$ cat config.mk
export PLATFORM = sky130hd
export DESIGN_NAME = data_mem_arbiter
export DESIGN_NICKNAME = d
export VERILOG_FILES = /design/src/rtl/data_mem_arbiter.sv
export SDC_FILE = /design/constraint.sdc
export NUM_CORES = 1
export LEC_CHECK = 0
export CORE_AREA = 2 2 117 119
export DETAILED_ROUTE_END_ITERATION = 10
export DIE_AREA = 0 0 119 121
export GPL_ROUTABILITY_DRIVEN = 0
export PLACE_DENSITY = 0.81
export SLEW_MARGIN = 15
export SYNTH_ARGS = -nofsm -noshare
export SYNTH_HDL_FRONTEND = slang
export SYNTH_SLANG_ARGS = --single-unit
$ cat constraint.sdc
create_clock -name Clk -period 2.5 [get_ports Clk]
set_input_delay 0.25 -clock Clk [delete_from_list [all_inputs] [get_ports Clk]]
set_output_delay 0.25 -clock Clk [all_outputs]
set_load 0.005 [all_outputs]
$ cat src/rtl/data_mem_arbiter.sv
// Arbitrates one data memory between single-word CPU accesses and DMA bursts.
// CPU is served combinationally in IDLE; a DMA win latches a burst that then owns the memory.
module data_mem_arbiter (
    input  logic        Clk,
    input  logic        Reset,
    input  logic        CpuReq,
    input  logic        CpuWrite,
    input  logic [31:0] CpuAddr,
    input  logic [31:0] CpuWData,
    output logic        CpuAck,
    output logic [31:0] CpuRData,
    input  logic        DmaReq,
    input  logic        DmaWrite,
    input  logic [31:0] DmaAddr,
    input  logic [3:0]  DmaLen,
    input  logic [31:0] DmaWData,
    output logic        DmaAck,
    output logic [31:0] DmaRData,
    output logic        DmaDone,
    output logic [31:0] MemAddress,
    output logic [31:0] MemWriteData,
    output logic        MemWrite,
    output logic        MemRead,
    input  logic [31:0] MemReadData
);

    localparam logic [0:0] ST_IDLE    = 1'b0;
    localparam logic [0:0] ST_BURST   = 1'b1;
    localparam logic [2:0] STARVE_MAX = 3'd4;

    // Zero-length bursts become one beat; anything above eight is capped at eight.
    function automatic logic [3:0] clamp_len(input logic [3:0] len);
        logic [3:0] res;
        if (len == 4'd0) begin
            res = 4'd1;
        end else if (len > 4'd8) begin
            res = 4'd8;
        end else begin
            res = len;
        end
        return res;
    endfunction

    logic [0:0]  state_r;
    logic [2:0]  starve_r;
    logic [3:0]  beat_r;
    logic [3:0]  len_r;
    logic [31:0] base_r;
    logic        write_r;

    logic        cpu_win_s;
    logic        dma_win_s;
    logic        in_burst_s;
    logic        last_beat_s;
    logic [31:0] dma_base_s;

    assign dma_base_s = DmaAddr & 32'hFFFF_FFFC;

    // Grant decision; everything is gated by reset so nothing is issued while it is held.
    always_comb begin
        cpu_win_s  = 1'b0;
        dma_win_s  = 1'b0;
        in_burst_s = 1'b0;
        if (!Reset) begin
            in_burst_s = 1'b0;
        end else if (state_r == ST_IDLE) begin
            cpu_win_s = CpuReq && (!DmaReq || (starve_r < STARVE_MAX));
            dma_win_s = DmaReq && (!CpuReq || (starve_r == STARVE_MAX));
        end else begin
            in_burst_s = 1'b1;
        end
        last_beat_s = in_burst_s && (beat_r == (len_r - 4'd1));
    end

    // Memory-side and requester-side outputs for the granted access.
    always_comb begin
        CpuAck       = 1'b0;
        CpuRData     = 32'd0;
        DmaAck       = 1'b0;
        DmaRData     = 32'd0;
        DmaDone      = 1'b0;
        MemAddress   = 32'd0;
        MemWriteData = 32'd0;
        MemWrite     = 1'b0;
        MemRead      = 1'b0;
        if (cpu_win_s) begin
            CpuAck       = 1'b1;
            MemAddress   = CpuAddr;
            MemWriteData = CpuWData;
            MemWrite     = CpuWrite;
            MemRead      = !CpuWrite;
            CpuRData     = CpuWrite ? 32'd0 : MemReadData;
        end else if (in_burst_s) begin
            DmaAck       = 1'b1;
            DmaDone      = last_beat_s;
            MemAddress   = base_r + {26'd0, beat_r, 2'b00};
            MemWriteData = DmaWData;
            MemWrite     = write_r;
            MemRead      = !write_r;
            DmaRData     = write_r ? 32'd0 : MemReadData;
        end else begin
            MemRead = 1'b0;
        end
    end

    // State, starvation counter and burst context.
    always_ff @(posedge Clk) begin
        if (!Reset) begin
            state_r  <= ST_IDLE;
            starve_r <= 3'd0;
            beat_r   <= 4'd0;
            len_r    <= 4'd0;
            base_r   <= 32'd0;
            write_r  <= 1'b0;
        end else begin
            case (state_r)
                ST_IDLE: begin
                    if (dma_win_s) begin
                        state_r  <= ST_BURST;
                        base_r   <= dma_base_s;
                        write_r  <= DmaWrite;
                        len_r    <= clamp_len(DmaLen);
                        beat_r   <= 4'd0;
                        starve_r <= 3'd0;
                    end else if (!DmaReq) begin
                        starve_r <= 3'd0;
                    end else if (cpu_win_s && (starve_r < STARVE_MAX)) begin
                        starve_r <= starve_r + 3'd1;
                    end else begin
                        starve_r <= starve_r;
                    end
                end
                ST_BURST: begin
                    if (last_beat_s) begin
                        state_r <= ST_IDLE;
                        beat_r  <= 4'd0;
                    end else begin
                        beat_r <= beat_r + 4'd1;
                    end
                end
                default: begin
                    state_r <= ST_IDLE;
                end
            endcase
        end
    end

endmodule

== Word level (Yosys, flattened, before mapping) ==
Cells that the tools add are included.
Word-level totals
  register bits: 43
  word-level logic and storage cells: 65
  bits of input ports: 170
  output and inout port bits: 133
Cells by class
  equal/unequal tests: 4
  bitwise gates (word level): 1
  reductions and logical operators: 13
  order comparisons: 2
  add/subtract/negate cells: 4
  multiplexer cells: 35
Operators by type and width (number)
  $mux 32: 9
  $add 32x6->32: 1
  $mux 1: 17
  $mux 4: 4
  $mux 3: 3
  $pmux 4 s2: 1
  $add 4x1->4 const B: 1
  $eq 4x4->1: 1
  $gt 4x4->1 const B: 1
  $logic_and 1x1->1: 4
  $logic_not 1->1: 4
  $logic_not 4->1: 1
  $reduce_and 2->1: 2
  $sub 4x1->4 const B: 1
  $add 3x1->3 const B: 1
  $eq 3x3->1 const B: 1
  $lt 3x3->1 const B: 1
  $ne 3x1->1 const B: 1
  $logic_or 1x1->1: 2
  $ne 2x2->1 const B: 1
  $pmux 1 s2: 1
  $not 1->1: 1

== Longest topological paths before layout ==
Gate-level depths: netlist (run 1).
  depth in word-level cells: 9
  gate-level depth with buffers: 9
  mapped depth without buffers: 8

== Worst setup path after synthesis (run 1) ==
Ideal clock, no wire load.
  kind: flip-flop to output port
  from: register beat_r[0]
  to: output MemAddress[14]
  slack: 0.275 ns
  buffers on the path: 1
  data required time: 2.250 ns
  stages on the path, launching flop included: 10
  data arrival time: 1.975 ns
  cell sequence: dfxtp_1 > ha_1 > inv_1 > fa_1 > nand2b_1 > a21oi_1 > buf_2 > nand4_1 > xor2_1 > o21ai_0
On the way
  longest elaborated chain between the ends: 3
Ends and longest elaborated chain
  from (decl): RTL line 46  | logic [3:0] beat_r;
  from (signal assigned): RTL line 138  | beat_r <= beat_r + 4'd1;
  $add 32x6->32: RTL line 96  | MemAddress = base_r + {26'd0, beat_r, 2'b00};
  $mux 32: RTL line 93  | end else if (in_burst_s) begin
  $mux 32: RTL line 86  | if (cpu_win_s) begin
  to (decl): RTL line 20  | output logic [31:0] MemAddress,
Every way passes these cells.

== Worst setup path after layout (run 1) ==
  from: register beat_r[0]
  to: output MemAddress[28]
The elaborated chain is that of the path after synthesis.

==> results.py, run 1 <==
metrics = {
    "place": {
        "hpwlAfterDp_mm": 14.3,
        "dp_cells": 984,
        "port_buffers": 300,
    },
    "yosys": {
        "synth_compound_area_share_pct": 21.0,
        "syn_nets": 683,
        "synthXorXnorAreaFrac_pct": 6.87,
        "yosysWarnings": 0,
        "synth-async-reset-ratio_pct": 0,
        "yosysTopAreaCell": "dfxtp_1",
        "synth_top_family_by_area": "simple AND/OR/NAND/NOR gates",
        "synth-edff-count": 0,
        "synth_top_area_share_pct": 24.1,
        "synth_area_leaders": "dfxtp_1 24%, and2_1 12%, nand2_1 11%",
        "ys_ff_latch": 43,
        "netlist_instances": 504,
        "seq_area_frac_synth_pct": 24.1,
        "synthAdderAreaFrac_pct": 3.36,
        "syn_area_um2": 3570,
        "postSynthAreaPerCell_um2": 7.09,
        "ys_dominant_reg_cell": "dfxtp_1",
        "synth_cell_types": 48,
        "muxShareOfSynthArea_pct": 0.560,
        "yosys.area_share.simple_pct": 38.4,
    },
    "drt": {
        "drc": 0,
        "routedWlPerCell_um": 18.1,
        "ant_nets": 0,
        "wirelength_mm": 18.1,
        "vias": 4960,
        "drt_iter0_drc": 273,
        "vias_per_cell": 4.94,
        "first_pass_iters": 4,
    },
    "outcome": {
        "status": "finished, violations left",
        "violations": "negative setup slack",
    },
    "critical_path": {
        "cpPeakStageDelay_ns": 0.35,
        "worstReg2RegEnd": "beat_r[3]",
        "worstPathCellList": "ha_4 -> inv_2 -> fa_2 -> nand2b_4 -> a21oi_4 -> buf_6 -> buf_12 -> nand3_4 -> buf_6 -> buf_6 -> mux2i_1 -> nand2_1 -> buf_2",
        "r2r_slack_ns": 0.66,
        "cp.arrival_ns": 2.36,
        "required_ns": 2.25,
        "cpMostUsedCell": "buf_6",
        "cp-start-kind": "flip-flop",
        "crit_path_top_delay_cell": "dfxtp_2",
        "crit_type": "reg -> out",
        "r2r_cells": 7,
        "worstPathMaxFanout": 2,
        "reg2reg_from": "starve_r[0]",
        "cp-end-kind": "primary output",
    },
    "power": {
        "p_per_area_nw_per_um2": 305,
        "leakagePower_nw": 2.92,
        "ir_worst_vdd_mv": 0.254,
    },
    "global_route": {
        "antenna_found_initial": 1,
        "grt_pass1_wl_mm": 26.5,
        "grt_max_degree": 41,
        "grt_pass1_vias": 4623,
        "grt_util_all_layers_pct": 23.7,
        "overflow": 0,
    },
    "sta": {
        "slew_viol_final": 0,
        "period_share_pct": 104,
        "fin_ws_ns": -0.108,
        "max_slew_margin_pct": 71.8,
        "setup-violations-final": 4,
        "clock.fmax_mhz": 383,
        "rsz0062_at_grt": "yes",
        "finalCriticalPeriod_ns": 2.61,
        "tightest_slew_ns": 0.423,
        "clock_skew_ns": 0.0119,
        "finalHoldViolations": 0,
    },
    "layout": {
        "final_util_pct": 56.2,
        "finalNonFillerCells": 1004,
        "drive_gt1_share_pct": 14.1,
        "antenna_cells": 0,
        "fin_nets": 1006,
        "area_growth_syn_to_layout_pct": 106,
    },
    "clocking": {
        "clk_pin_slew_ns": 0.07,
        "cts_tree": "yes",
        "cts_hold_buf": 0,
        "insertion_delay_ns": 0.28,
        "cts_root_buf": "clkbuf_16",
        "cts-buffers-inserted": 5,
        "cts_max_path_buffers": 2,
        "htreeDepth": 2,
        "cts_sinks": 43,
    },
    "min_path": {
        "min_path_cells": 2,
        "hp-class": "reg -> reg",
        "hold_end": "len_r[3]",
        "hp-start": "len_r[3]",
    },
    "die": {
        "start_util_pct": 27.3,
        "die_area_um2": 14400,
        "rows": 42,
        "dieHeight_um": 121,
        "core_um2": 13100,
        "die_w_um": 119,
        "ios": 303,
    },
    "flow_run": {
        "maxCapViolCount": 0,
    },
}
-- flip-flops by register name, summed over array words and instances, names as in the netlist --
signal    flops
base_r       30
beat_r        4
len_r         4
starve_r      3
state_r       1
write_r       1
-- critical path: cells and delay by family, from the launching register on --
kind / cells / cell delay [ns]
AOI/OAI and AO/OA: 1 / 0.15
muxes: 1 / 0.13
DFF: 1 / 0.35
adders and majority gates: 2 / 0.48
buffers and inverters: 6 / 0.64
and+or+nand+nor: 3 / 0.31
-- cell families (layout without fill, tap and decap cells) --
logic type | Yosys count | count (layout)
AO/OA/AOI/OAI | 111 | 111
XOR/XNOR | 28 | 28
adder cells (fa/ha/maj) | 9 | 9
buffers and inverters | 49 | 373
flip-flops | 43 | 43
multiplexers | 2 | 2
AND/OR/NAND/NOR | 262 | 262
-- Yosys cell counts, types with 3 or more instances --
cell type / count
o21ai_0: 50
and3_1: 11
ha_1: 8
and4_1: 3
nor3_1: 6
inv_1: 9
xor2_1: 19
dfxtp_1: 43
a21oi_1: 3
nand2_1: 103
and2_1: 70
nand3_1: 22
buf_2: 7
clkbuf_1: 30
a32oi_1: 3
nor2b_1: 3
nand4_1: 14
a21boi_0: 4
xnor2_1: 9
a22o_1: 35
nor2_1: 12
nand3b_1: 6
-- worst max path at each step --
| stage | to | slack [ns] | startpoint |
|---|---|---|---|
| final | MemAddress[28] | -0.11 | beat_r[0] |
| after global routing | MemAddress[28] | -0.18 | beat_r[0] |
| after CTS | MemAddress[11] | -0.16 | beat_r[1] |
| after detailed placement | MemAddress[26] | -0.21 | beat_r[0] |
| after global placement | MemAddress[8] | -0.17 | beat_r[0] |
| after floorplan | MemAddress[14] | 0.27 | beat_r[0] |
-- placed cells by master (no fill, tap or decap), types with 9 or more instances in the layout --
| cell type | n |
|---|---|
| clkdlybuf4s50_1 | 271 |
| nand2_1 | 103 |
| and2_1 | 70 |
| dfxtp_1 | 39 |
| buf_4 | 39 |
| a22o_1 | 35 |
| o21ai_0 | 33 |
| o21ai_1 | 19 |
| nand3_1 | 19 |
| xor2_1 | 19 |
| nand4_1 | 14 |
| buf_2 | 14 |
| nor2_1 | 12 |
| xnor2_1 | 9 |
| clkbuf_2 | 9 |
-- through the flow --
stage | worst slack [ns] | power [mW] | hold slack (ns) | cell area [µm²] | setup TNS (ns)
2_1_floorplan | 0.275 | 0.990 | 0.349 | 3570 | 0
3_3_place_gp | -0.170 | 1.57 | 0.456 | 7040 | -2.50
3_5_place_dp | -0.208 | 1.58 | 0.461 | 7040 | -2.94
4_1_cts | -0.161 | 2.25 | 0.487 | 7330 | -0.688
5_1_grt | -0.177 | 2.34 | 0.495 | 7350 | -0.651
6_report | -0.108 | 2.24 | 0.483 | 7350 | -0.180
-- layout make-up --
| type | count | area, µm² |
|---|---|---|
| well taps | 176 | 220 |
| inverters | 10 | 37.5 |
| fillers | 1203 | 5730 |
| multi-input cells | 412 | 2640 |
| repair buffers | 355 | 3430 |
| flip-flops and latches | 43 | 866 |
| clock buffers | 6 | 139 |
| clock inverters | 2 | 13.8 |
-- routing by layer --
metal	up-vias	global-route usage, %	share of wire (%)
li1	2395	-	-
met1	2325	29.9	41
met2	220	41.6	50
met3	18	5.69	7.5
met4	2	3.94	1.1
met5	-	0	0.072
-- where the power goes --
part | total, mW | switching, mW | internal (mW) | leakage, nW
combinational | 0.803 | 0.288 | 0.515 | 2.49
clock | 0.680 | 0.280 | 0.400 | 0.0772
sequential | 0.761 | 0.0418 | 0.719 | 0.352
-- what timing repair did --
item	in CTS	in global routing
endpoints found under the setup margin	77	27
gates cloned	2	0
pin swaps	9	25
resized for setup	104	42
setup buffers	7	5
Power figures use the tool's default switching activity.
==> run 2: changes to the inputs <==
--- a/config.mk
+++ b/config.mk
@@ -10,6 +10,7 @@
 export DIE_AREA = 0 0 119 121
 export GPL_ROUTABILITY_DRIVEN = 0
 export PLACE_DENSITY = 0.81
+export REMOVE_ABC_BUFFERS = 1
 export SLEW_MARGIN = 15
 export SYNTH_ARGS = -nofsm -noshare
 export SYNTH_HDL_FRONTEND = slang
==> run 2 against run 1 <==
  * The run still ends with negative setup slack left
  * Sequential cell count did not move
  * Design area fell by 0.24%
  * Die area did not move
  * Register-to-register slack improved by 0.16 ns
  * Hold slack improved by 0.0021 ns
  * Critical path type unchanged
  * Critical endpoint is now MemAddress[24]
  * Highest routed layer unchanged
==> results.py, run 2 (synthesis gave the netlist of run 1 again) <==
metrics = {
    "die": {
        "die_w_um": 119,
        "dieHeight_um": 121,
        "start_util_pct": 27.3,
        "core_um2": 13100,
        "die_area_um2": 14400,
        "rows": 42,
        "ios": 303,
    },
    "drt": {
        "wirelength_mm": 17.7,
        "drt_iter0_drc": 269,
        "vias": 4882,
        "vias_per_cell": 4.86,
        "ant_nets": 0,
        "routedWlPerCell_um": 17.7,
        "first_pass_iters": 5,
        "drc": 0,
    },
    "critical_path": {
        "cp.arrival_ns": 2.28,
        "required_ns": 2.25,
        "crit_type": "reg -> out",
        "worstPathMaxFanout": 3,
        "cp-end-kind": "primary output",
        "cp-start-kind": "flip-flop",
    },
    "layout": {
        "ff_latch_area_um2": 868,
        "drive_gt1_share_pct": 13.2,
        "multi_input_area_um2": 2640,
        "top_register": "base_r",
        "top_regs": "base_r x30, beat_r x4, len_r x4",
        "fillers": 1200,
        "fin_nets": 1003,
        "layout_common_cells": "272 x clkdlybuf4s50_1, 102 x nand2_1, 70 x and2_1",
        "largest_reg_flops": 30,
        "fin_area_um2": 7340,
        "area_growth_syn_to_layout_pct": 105,
        "mostFrequentLayoutCell": "clkdlybuf4s50_1",
    },
    "clocking": {
        "cts-buffers-inserted": 5,
        "cts_hold_buf": 0,
        "cts_tree": "yes",
        "htreeDepth": 2,
        "insertion_delay_ns": 0.29,
        "cts_max_path_buffers": 2,
        "cts_root_buf": "clkbuf_16",
        "clk_pin_slew_ns": 0.06,
        "cts_sinks": 43,
    },
    "sta": {
        "tightest_slew_ns": 0.405,
        "max_slew_margin_pct": 72.8,
        "whs_ns": 0.485,
        "clock_skew_ns": 0.00623,
        "rsz0062_at_grt": "yes",
        "finalCriticalPeriod_ns": 2.53,
        "setup-violations-final": 5,
        "finalHoldViolations": 0,
        "clock.fmax_mhz": 395,
        "slew_viol_final": 0,
        "period_share_pct": 101,
        "fin_ws_ns": -0.0346,
    },
    "place": {
        "pre_cts_ws_ns": -0.212,
        "hpwlAfterDp_mm": 14.1,
        "port_buffers": 300,
        "place_area_um2": 7000,
    },
    "power": {
        "p_seq_share_pct": 34.5,
        "clockPowerShare_pct": 29.7,
        "p_sw_mw": 0.598,
        "leakagePower_nw": 2.88,
        "p_int_mw": 1.60,
        "comb_power_share_pct": 35.7,
        "switching_share_pct": 27.3,
        "ir_worst_vdd_mv": 0.251,
        "p_per_area_nw_per_um2": 299,
    },
    "outcome": {
        "status": "finished, violations left",
        "violations": "negative setup slack",
    },
    "min_path": {
        "hp-class": "reg -> reg",
    },
    "flow_run": {
        "maxCapViolCount": 0,
    },
    "global_route": {
        "overflow": 0,
        "grt_pass1_vias": 4500,
        "grt_max_degree": 37,
        "grt_util_all_layers_pct": 22.9,
        "antenna_found_initial": 5,
        "grt_pass1_wl_mm": 25.8,
    },
}
-- run 2: changes by cell type in the layout (fill, tap and decap cells not counted), sizes merged --
cell	previous run	this run
buf	69	64
diode	0	3
dlygate4sd2	3	6
clkbuf	15	13
clkinvlp	0	2
dlymetal6s2s	3	1
clkdlybuf4s15	0	1
clkdlybuf4s50	271	272
inv	10	9
-- run 2: timing repair --
action,4_1_cts,5_1_grt
resized for setup,105,31
cloned,2,0
buffers inserted,12,2
pin swaps,10,13
endpoints found under the setup margin,71,27
-- run 2: power groups by stage --
stage | combinational [mW] | clock [mW] | sequential [mW]
2_1_floorplan | 0.202 | 0 | 0.766
3_3_place_gp | 0.779 | 0 | 0.768
3_5_place_dp | 0.786 | 0 | 0.770
4_1_cts | 0.782 | 0.661 | 0.756
5_1_grt | 0.839 | 0.680 | 0.762
6_report | 0.784 | 0.653 | 0.758
-- run 2: per-layer routing --
layer / wire (µm) / global-route usage, %
met5: 13 / 0
met4: 308 / 5.80
met3: 1140 / 4.42
met2: 8930 / 40.2
met1: 7340 / 28.7
-- run 2: layout make-up --
| class | instances | share of cell area [%] |
|---|---|---|
| clock buffers | 5 | 1.71 |
| flip-flops and latches | 43 | 11.8 |
| inverters | 10 | 0.512 |
| clock inverters | 3 | 0.273 |
| multi-input cells | 412 | 35.9 |
| diodes | 3 | 0.102 |
| well taps | 176 | 3.00 |
| repair buffers | 352 | 46.6 |
-- run 2: worst max-delay path, stage by stage, from the launching register on --
cell and delay [ns]:
dfxtp_2 0.35, ha_4 0.14, inv_2 0.04, fa_2 0.33, nand2b_4 0.16, a21oi_4 0.16, buf_6 0.13, buf_6 0.10
buf_6 0.09, nand4_1 0.09, xor2_1 0.17, o21ai_1 0.11, buf_2 0.12
-- run 2: metrics by stage --
stage	instances	total power [mW]	setup TNS, ns	util, %
finish	1004	2.20	-0.112	56.1
CTS	1000	2.20	-0.0891	55.9
detailed placement	978	1.56	-6.18	53.5
floorplan	465	0.968	-10.80	-
global route	1002	2.28	-0.785	56.0
global placement	978	1.55	-5.69	53.5
-- run 2: path summary, 6_finish.rpt --
kind | from | end | slack, ns | cells after the start
setup / recovery | base_r[2] | MemAddress[24] | -0.03 | 12
hold / removal | base_r[5] | base_r[5] | 0.49 | 2
setup reg to reg | len_r[0] | beat_r[2] | 0.82 | 7
hold reg to reg | base_r[5] | base_r[5] | 0.49 | 2
==> run 3: changes to the inputs <==
--- a/config.mk
+++ b/config.mk
@@ -8,8 +8,9 @@
 export CORE_AREA = 2 2 117 119
 export DETAILED_ROUTE_END_ITERATION = 10
 export DIE_AREA = 0 0 119 121
+export DONT_BUFFER_PORTS = 1
 export GPL_ROUTABILITY_DRIVEN = 0
-export PLACE_DENSITY = 0.81
+export PLACE_DENSITY = 0.52
 export REMOVE_ABC_BUFFERS = 1
 export SLEW_MARGIN = 15
 export SYNTH_ARGS = -nofsm -noshare
==> run 3 against run 2 <==
  * The flow now finishes without violations
  * Fmax is 5.1% higher
  * Setup slack better by 0.12 ns
  * Design area is 45% lower
  * Clock power hardly changed
  * First-iteration DRC count is 19% lower
  * Largest cell class is now multi-input combinational cells
  * Largest power group is now registers
  * Highest routed layer unchanged
==> results.py, run 3 (synthesis gave the netlist of run 1 again) <==
metrics = {
    "outcome": {
        "status": "finished clean",
    },
    "place": {
        "place_area_um2": 3750,
        "port_buffers": 0,
        "hpwlAfterDp_mm": 12.4,
        "pre_cts_ws_ns": 0.0619,
    },
    "global_route": {
        "grt_util_all_layers_pct": 19.7,
        "grt_pass1_wl_mm": 20.9,
        "overflow": 0,
        "antenna_found_initial": 6,
        "grt_max_degree": 49,
        "grt_pass1_vias": 3217,
    },
    "sta": {
        "period_share_pct": 96.4,
        "clock_skew_ns": 0.00397,
        "slew_viol_final": 0,
        "clock.fmax_mhz": 415,
        "finalHoldViolations": 0,
        "whs_ns": 0.0639,
        "rsz0062_at_grt": "yes",
        "fin_ws_ns": 0.0892,
        "finalCriticalPeriod_ns": 2.41,
        "tightest_slew_ns": 0.563,
        "max_slew_margin_pct": 62.3,
        "setup-violations-final": 0,
    },
    "clocking": {
        "cts_max_path_buffers": 2,
        "cts_sinks": 43,
        "cts-buffers-inserted": 5,
        "insertion_delay_ns": 0.28,
        "cts_root_buf": "clkbuf_16",
        "cts_hold_buf": 0,
        "htreeDepth": 2,
        "cts_tree": "yes",
        "clk_pin_slew_ns": 0.06,
    },
    "die": {
        "start_util_pct": 27.3,
        "rows": 42,
        "dieHeight_um": 121,
        "die_w_um": 119,
        "core_um2": 13100,
        "die_area_um2": 14400,
        "ios": 303,
    },
    "drt": {
        "vias_per_cell": 5.46,
        "ant_nets": 0,
        "wirelength_mm": 15.3,
        "routedWlPerCell_um": 22.7,
        "first_pass_iters": 5,
        "drc": 0,
        "vias": 3669,
        "drt_iter0_drc": 217,
    },
    "power": {
        "leakagePower_nw": 1.50,
        "ir_worst_vdd_mv": 0.200,
        "p_per_area_nw_per_um2": 423,
        "finalPower_mw": 1.70,
    },
    "layout": {
        "fin_area_um2": 4010,
        "fillers": 1434,
        "ff_latch_area_um2": 863,
        "final_util_pct": 30.7,
        "mostFrequentLayoutCell": "nand2_1",
        "drive_gt1_share_pct": 9.18,
        "largest_reg_flops": 30,
        "area_growth_syn_to_layout_pct": 12.4,
        "top_regs": "base_r x30, beat_r x4, len_r x4",
        "top_register": "base_r",
        "layout_common_cells": "103 x nand2_1, 70 x and2_1, 44 x o21ai_0",
        "multi_input_area_um2": 2570,
        "fin_nets": 669,
    },
    "critical_path": {
        "crit_type": "reg -> out",
        "cp-start-kind": "flip-flop",
        "required_ns": 2.25,
        "worstPathMaxFanout": 8,
        "cp-end-kind": "primary output",
        "cp.arrival_ns": 2.16,
    },
    "min_path": {
        "hp-class": "in -> reg",
    },
    "flow_run": {
        "maxCapViolCount": 0,
    },
}
[run 3: worst max-delay path: stages (launching register included)]
cell and delay (ns):
dfxtp_2 0.35, ha_4 0.16, inv_2 0.04, fa_2 0.33, nand2b_4 0.16, a21oi_4 0.15
buf_12 0.15, nand3_4 0.09, or3_4 0.35, nand3_2 0.10
[run 3: timing repair]
action	CTS	global route
pin swaps	2	3
setup endpoints to repair	12	14
gates resized for setup	14	6
buffers inserted	2	1
[run 3: layout make-up]
cell class / count / share of cell area, %
Sequential cell: 43 / 21.5
Timing Repair Buffer: 18 / 3.99
Inverter: 10 / 0.935
Multi-Input combinational cell: 412 / 64.1
Antenna cell: 6 / 0.374
Clock inverter: 1 / 0.125
Clock buffer: 6 / 3.46
Tap cell: 176 / 5.49
[run 3: routing by layer]
layer	global-route usage, %	routed length [µm]
met5	0	26
met4	3.65	147
met3	8.98	1690
met2	33.4	7520
met1	23.0	5880
[run 3: path summary, 6_finish.rpt]
kind	startpoint	to	slack, ns	cells past startpoint
worst min-delay path	DmaAddr[4]	base_r[4]	0.06	2
worst max register to register	starve_r[0]	len_r[0]	0.64	6
worst max-delay path	beat_r[0]	MemAddress[26]	0.09	9
worst min register to register	base_r[5]	base_r[5]	0.47	2
[run 3: power breakdown]
group	total [mW]	internal, mW	switching, mW
Clock	0.656	0.390	0.265
Sequential	0.762	0.720	0.0424
Combinational	0.281	0.116	0.166
Total	1.70	1.23	0.473
[run 3: stage by stage]
stage,instances,setup TNS [ns]
final,672,0
after CTS,665,0
after detailed placement,656,0
after global placement,656,0
after global routing,667,-0.00864
after floorplan,465,-10.80
